File: src/rtl/io_port_pkg.sv
// Shared definitions for the memory-mapped I/O port bank.
// Holds the STATUS register bit layout, the register-kind select
// decoded from address offset bit 0, and a ceiling-log2 helper
// used to size FIFO pointers and counts.
package io_port_pkg;

    localparam int ST_IN_VALID = 0;
    localparam int ST_IN_OVR   = 1;
    localparam int ST_OUT_DROP = 2;
    localparam int ST_OUT_FULL = 3;

    // Even offsets address a channel's DATA register, odd offsets its STATUS.
    typedef enum logic {
        REG_DATA   = 1'b0,
        REG_STATUS = 1'b1
    } reg_kind_t;

    // Smallest n such that 2**n >= value.
    function automatic int clog2(input int value);
        int result;
        result = 0;
        while ((1 << result) < value) begin
            result = result + 1;
        end
        return result;
    endfunction

endpackage

File: src/rtl/io_out_fifo.sv
// Single-channel output FIFO for the I/O port bank.
// Ports:
//   clk, reset        rising-edge clock, synchronous active-high reset
//   push, push_data   write request from the bus side
//   ready             consumer accepts the head word this cycle
//   clear_drop        clears the sticky drop flag
//   head              current head word (0 while empty)
//   valid             FIFO holds at least one word
//   full              FIFO holds DEPTH words
//   drop              sticky: a push was refused because the FIFO was full
module io_out_fifo
    import io_port_pkg::*;
#(
    parameter int DATA_W = 16,
    parameter int DEPTH  = 4
) (
    input  logic              clk,
    input  logic              reset,
    input  logic              push,
    input  logic [DATA_W-1:0] push_data,
    input  logic              ready,
    input  logic              clear_drop,
    output logic [DATA_W-1:0] head,
    output logic              valid,
    output logic              full,
    output logic              drop
);

    localparam int             PTR_W      = clog2(DEPTH);
    localparam logic [PTR_W:0] FULL_COUNT = (PTR_W + 1)'(DEPTH);
    localparam logic [PTR_W:0] ONE_COUNT  = (PTR_W + 1)'(1);
    localparam logic [PTR_W-1:0] ONE_PTR  = PTR_W'(1);

    logic [DATA_W-1:0] mem [DEPTH];
    logic [PTR_W-1:0]  wr_ptr;
    logic [PTR_W-1:0]  rd_ptr;
    logic [PTR_W:0]    count;
    logic              empty;
    logic              do_pop;
    logic              do_push;

    // A pop in the same cycle frees a slot, so a push into a full FIFO
    // is still accepted when the consumer takes the head simultaneously.
    assign empty   = (count == '0);
    assign full    = (count == FULL_COUNT);
    assign valid   = !empty;
    assign head    = empty ? '0 : mem[rd_ptr];
    assign do_pop  = ready && !empty;
    assign do_push = push && (!full || do_pop);

    // Pointers wrap naturally at DEPTH; the explicit count disambiguates
    // full from empty when the pointers coincide.
    always_ff @(posedge clk) begin
        if (reset) begin
            wr_ptr <= '0;
            rd_ptr <= '0;
            count  <= '0;
            drop   <= 1'b0;
        end else begin
            if (do_push) begin
                wr_ptr <= wr_ptr + ONE_PTR;
            end
            if (do_pop) begin
                rd_ptr <= rd_ptr + ONE_PTR;
            end
            case ({do_push, do_pop})
                2'b10:   count <= count + ONE_COUNT;
                2'b01:   count <= count - ONE_COUNT;
                default: count <= count;
            endcase
            if (clear_drop) begin
                drop <= 1'b0;
            end
            if (push && !do_push) begin
                drop <= 1'b1;
            end
        end
    end

    // Storage needs no reset: head is masked to zero while empty.
    always_ff @(posedge clk) begin
        if (!reset && do_push) begin
            mem[wr_ptr] <= push_data;
        end
    end

endmodule

File: src/rtl/io_port_bank.sv
// Parametrised memory-mapped I/O bank on the datapath memory bus.
// Window of 2*CHANNELS words at BASE_ADDR: even offset = DATA k,
// odd offset = STATUS k. Each channel has a strobe-captured input
// register with sticky overrun and a buffered output FIFO.
// Ports:
//   CLK, reset           clock and synchronous active-high reset
//   memAddr              bus word address
//   memWriteData         bus write data
//   writeMem, readMem    bus write / read enables
//   hit                  memAddr lies inside the window (combinational)
//   rdData               registered read data, one cycle latency
//   ioInput, ioInStrobe  per-channel input words and capture pulses
//   ioOutput             per-channel output FIFO head
//   ioOutValid           per-channel FIFO non-empty
//   ioOutReady           per-channel consumer accept
module io_port_bank
    import io_port_pkg::*;
#(
    parameter int                DATA_W    = 16,
    parameter int                ADDR_W    = 16,
    parameter int                CHANNELS  = 4,
    parameter int                OUT_DEPTH = 4,
    parameter logic [ADDR_W-1:0] BASE_ADDR = 16'hFF00
) (
    input  logic                         CLK,
    input  logic                         reset,
    input  logic [ADDR_W-1:0]            memAddr,
    input  logic [DATA_W-1:0]            memWriteData,
    input  logic                         writeMem,
    input  logic                         readMem,
    output logic                         hit,
    output logic [DATA_W-1:0]            rdData,
    input  logic [CHANNELS*DATA_W-1:0]   ioInput,
    input  logic [CHANNELS-1:0]          ioInStrobe,
    output logic [CHANNELS*DATA_W-1:0]   ioOutput,
    output logic [CHANNELS-1:0]          ioOutValid,
    input  logic [CHANNELS-1:0]          ioOutReady
);

    localparam logic [ADDR_W-1:0] WINDOW_WORDS = ADDR_W'(2 * CHANNELS);

    logic [ADDR_W-1:0]   offset;
    logic [ADDR_W-1:0]   chan_sel;
    reg_kind_t           reg_kind;
    logic                bus_read;
    logic                bus_write;
    logic [CHANNELS-1:0] data_read;
    logic [CHANNELS-1:0] data_write;
    logic [CHANNELS-1:0] status_write;
    logic [CHANNELS-1:0] strobe_prev;
    logic [CHANNELS-1:0] in_valid;
    logic [CHANNELS-1:0] in_overrun;
    logic [CHANNELS-1:0] out_full;
    logic [CHANNELS-1:0] out_drop;
    logic [DATA_W-1:0]   in_data [CHANNELS];
    logic [DATA_W-1:0]   read_word;

    // Unsigned subtraction wraps addresses below BASE_ADDR to large
    // offsets, so a single compare rejects both sides of the window.
    assign offset    = memAddr - BASE_ADDR;
    assign hit       = (offset < WINDOW_WORDS);
    assign chan_sel  = offset >> 1;
    assign reg_kind  = reg_kind_t'(offset[0]);
    assign bus_read  = readMem && hit;
    assign bus_write = writeMem && hit;

    // One-hot per-channel access strobes from the decoded offset.
    always_comb begin
        data_read    = '0;
        data_write   = '0;
        status_write = '0;
        for (int k = 0; k < CHANNELS; k++) begin
            if (chan_sel == ADDR_W'(k)) begin
                data_read[k]    = bus_read && (reg_kind == REG_DATA);
                data_write[k]   = bus_write && (reg_kind == REG_DATA);
                status_write[k] = bus_write && (reg_kind == REG_STATUS);
            end
        end
    end

    // Input capture on strobe rising edges. A DATA read in the same cycle
    // as a capture consumes the old word, so the new one stays valid and
    // no overrun is flagged. A STATUS write clears overrun before any new
    // overrun from this cycle is applied.
    always_ff @(posedge CLK) begin
        if (reset) begin
            strobe_prev <= '0;
            in_valid    <= '0;
            in_overrun  <= '0;
            for (int k = 0; k < CHANNELS; k++) begin
                in_data[k] <= '0;
            end
        end else begin
            strobe_prev <= ioInStrobe;
            for (int k = 0; k < CHANNELS; k++) begin
                if (status_write[k]) begin
                    in_overrun[k] <= 1'b0;
                end
                if (ioInStrobe[k] && !strobe_prev[k]) begin
                    in_data[k]  <= ioInput[k*DATA_W +: DATA_W];
                    in_valid[k] <= 1'b1;
                    if (in_valid[k] && !data_read[k]) begin
                        in_overrun[k] <= 1'b1;
                    end
                end else if (data_read[k]) begin
                    in_valid[k] <= 1'b0;
                end
            end
        end
    end

    // Read mux built from pre-edge state, so a simultaneous write or
    // capture is not visible in the returned word.
    always_comb begin
        read_word = '0;
        for (int k = 0; k < CHANNELS; k++) begin
            if (chan_sel == ADDR_W'(k)) begin
                if (reg_kind == REG_DATA) begin
                    read_word = in_data[k];
                end else begin
                    read_word[ST_IN_VALID] = in_valid[k];
                    read_word[ST_IN_OVR]   = in_overrun[k];
                    read_word[ST_OUT_DROP] = out_drop[k];
                    read_word[ST_OUT_FULL] = out_full[k];
                end
            end
        end
    end

    // rdData only updates on an in-window read and otherwise holds.
    always_ff @(posedge CLK) begin
        if (reset) begin
            rdData <= '0;
        end else if (bus_read) begin
            rdData <= read_word;
        end
    end

    for (genvar k = 0; k < CHANNELS; k++) begin : g_chan
        io_out_fifo #(
            .DATA_W (DATA_W),
            .DEPTH  (OUT_DEPTH)
        ) u_fifo (
            .clk        (CLK),
            .reset      (reset),
            .push       (data_write[k]),
            .push_data  (memWriteData),
            .ready      (ioOutReady[k]),
            .clear_drop (status_write[k]),
            .head       (ioOutput[k*DATA_W +: DATA_W]),
            .valid      (ioOutValid[k]),
            .full       (out_full[k]),
            .drop       (out_drop[k])
        );
    end

endmodule

File: config.mk
export PLATFORM = sky130hd
export DESIGN_NAME = io_port_bank
export DESIGN_NICKNAME = d
export VERILOG_FILES = /design/src/rtl/io_port_pkg.sv /design/src/rtl/io_out_fifo.sv /design/src/rtl/io_port_bank.sv
export SDC_FILE = /design/constraint.sdc
export NUM_CORES = 1
export LEC_CHECK = 0
export CORE_MARGIN = 2
export CORE_UTILIZATION = 60
export DETAILED_ROUTE_END_ITERATION = 16
export GPL_TIMING_DRIVEN = 0
export PLACE_DENSITY = 0.93
export SETUP_SLACK_MARGIN = 0.2
export SYNTH_ARGS = -nofsm -noshare
export SYNTH_HDL_FRONTEND = slang
export SYNTH_SLANG_ARGS = --single-unit
File: constraint.sdc
create_clock -name CLK -period 5.6 [get_ports CLK]
set_input_delay 1.4 -clock CLK [delete_from_list [all_inputs] [get_ports CLK]]
set_output_delay 1.4 -clock CLK [all_outputs]
set_load 0.005 [all_outputs]
==> results.json <==
{
  "synthArstFlopShare_pct": 0,
  "topRoutingLayerUsed": "met5",
  "end_kind": "output pin",
  "grt_pass1_wl_mm": 65.2,
  "cts_buffer_depth": 3,
  "start_util_pct": 60.9,
  "htree_levels": 2,
  "synth_most_common_cell": "edfxtp_1",
  "synth.area.top_cells": "edfxtp_1 59%, mux4_2 8.8%, dfxtp_1 8.3%, and2_1 5.7%, ha_1 1.7%",
  "cts_buffers": 39,
  "tritoncts": "yes",
  "io_pins": 193,
  "yosys.area.top_type_share_pct": 58.8,
  "die_w_um": 169,
  "worstSetupPathType": "input port to output pin",
  "ant_nets": 0,
  "critical_path_required_ns": 4.20,
  "drv_cap": 0,
  "syn_area_per_cell_um2": 15.5,
  "via_count": 10600,
  "synth_top_area_cell": "edfxtp_1",
  "fillers": 1549,
  "synthFlopType": "edfxtp_1",
  "grt_setup_unrepaired": "no",
  "netlist_top_cells_count": "320 x edfxtp_1, 149 x and2_1, 68 x dfxtp_1",
  "ys_types": 71,
  "setup_viol": 0,
  "drv_slew": 0,
  "die_area_um2": 28600,
  "synth_nets": 1187,
  "place.gp.congestion": 0.946,
  "start_kind": "input port",
  "slew_headroom_pct": 33.3,
  "drive_gt1_share_pct": 12.9,
  "tns_ns": 0,
  "rows": 60,
  "hold_class": "flip-flop to flip-flop",
  "grt_overflow_total": 0,
  "min_period_over_period_pct": 96.6,
  "fin_util_pct": 74.5,
  "final_hold_viol_count": 0,
  "first_pass_iters": 6,
  "clock-root-buffer": "clkbuf_16",
  "grt_usage_pct": 30.9,
  "clock.fmax_mhz": 185,
  "crit_fanout": 10,
  "clkLatencyLatePin_ns": 0.53,
  "dp.cells": 1585,
  "synth_seq_cells": 388,
  "yosysWarnings": 0,
  "powerDensity_nw_per_um2": 303,
  "die_h_um": 169,
  "worstMarginPinSlew_ns": 1.00,
  "synth.cell_area_um2": 16400,
  "hold_buffers": 0,
  "vdd_ir_drop_max_mv": 0.235,
  "period_needed_ns": 5.41,
  "post-dp-hpwl_mm": 28.2,
  "seq_area_frac_synth_pct": 67.1,
  "status": "complete, no violations",
  "route.detailed.drc": 0,
  "m1WireLength_mm": 15.9,
  "seqCellArea_um2": 11000,
  "met3_length_mm": 3.90,
  "synthCells": 1053,
  "fin_cells": 1662,
  "synth_edf_count": 320,
  "core_area_um2": 26900,
  "grt_pass1_vias": 10700,
  "viasPerCell": 6.36,
  "final_nets": 1421,
  "p_leak_nw": 6.63,
  "clk_pin_slew_worst_paths_ns": 0.06,
  "grt_max_degree": 17,
  "drt_iter0_markers": 990,
  "syn2layout_area_growth_pct": 22.4,
  "multi_input_area_um2": 5040,
  "clock_skew_ns": 0.0144,
  "post_drt_wl_per_cell_um": 26.5,
  "crit_arrival_ns": 4.01,
  "wl_met2_mm": 22.2,
  "io_buffers": 191,
  "clkSinkCount": 388,
  "whs_ns": 0.481,
  "grt_antenna_before_repair": 4,
  "wirelength_mm": 44.0
}
## timing repair
action                                  4_1_cts  5_1_grt
setup buffers                                 0        2
endpoints found under the setup margin        1        1
resized for setup                             5        2
pin swaps                                     2        2
## cell families after synthesis
kind of cell / after synthesis / synth area share [%]
flops: 388 / 67.1
simple gates: 311 / 10.9
compound gates: 119 / 5.36
mux: 104 / 11.4
buf+inv: 88 / 2.26
fa+ha+maj: 26 / 2.17
xor+xnor: 17 / 0.910
## worst max-delay path, cell delays in order
cell and delay, ns:
clkdlybuf4s50_1 0.50, and4_1 0.22, buf_2 0.19, a2111oi_4 0.51, o211ai_1 0.32, inv_1 0.17, buf_6 0.17, clkdlybuf4s50_1 0.53
## layer usage
| layer | global-route usage (%) | up-vias |
|---|---|---|
| met5 | 0 | - |
| met2 | 53.6 | 679 |
| met1 | 38.1 | 5263 |
| met3 | 6.17 | 136 |
| met4 | 13.2 | 2 |
| li1 | - | 4487 |
## state kept, by name, summed over array words and instances (netlist names), 8 cells and up, named ones only
name,cells
g_chan.u_fifo.mem,256
rdData,16
g_chan.u_fifo.rd_ptr,8
in_data,64
g_chan.u_fifo.wr_ptr,8
g_chan.u_fifo.count,12
## power breakdown
group	total, mW	switching, mW	internal, mW
clock network	2.62	1.11	1.51
registers	3.18	0.0177	3.16
logic	0.256	0.143	0.113
## path summary, 6_finish.rpt
| check | from | end | slack [ns] | cells after the start |
|---|---|---|---|---|
| max | memAddr[9] | hit | 0.19 | 8 |
| min reg2reg | in_overrun[0] | in_overrun[0] | 0.48 | 1 |
| min | in_overrun[0] | in_overrun[0] | 0.48 | 1 |
| max reg2reg | g_chan[0].u_fifo.count[0] | g_chan[0].u_fifo.count[2] | 2.72 | 10 |
## stage by stage
step                      power [mW]  instance area (um^2)  worst slack (ns)
after global placement          3.48                 18700             0.133
after global routing            6.19                 20000             0.172
after floorplan                 3.33                 16400              1.37
final                           6.06                 20000             0.188
after detailed placement        3.49                 18700             0.121
after CTS                       6.07                 20000             0.228
## area by class of cell
class                           instances  share of cell area (%)
Antenna cell                            4                  0.0500
Sequential cell                       388                    54.8
Multi-Input combinational cell        577                    25.1
Timing Repair Buffer                  193                    9.63
Buffer                                 60                    1.35
Clock inverter                         15                   0.762
Clock buffer                           56                    5.62
Tap cell                              341                    2.13
Inverter                               28                   0.525
## cells in the final DEF, fill, tap and decap left out, types with 13 or more instances in the layout
master | netlist | layout
a21oi_1 | 32 | 32
and2_1 | 149 | 149
clkbuf_1 | 35 | 48
clkbuf_16 | 0 | 43
clkdlybuf4s50_1 | 0 | 190
dfxtp_1 | 68 | 68
edfxtp_1 | 320 | 320
ha_1 | 22 | 21
inv_1 | 28 | 28
mux2_2 | 13 | 13
mux2i_1 | 27 | 27
mux4_2 | 64 | 64
nand2_1 | 29 | 29
nand3_1 | 19 | 19
nor2_1 | 48 | 48
o21ai_0 | 26 | 26
(Power assumes the default switching activity.)
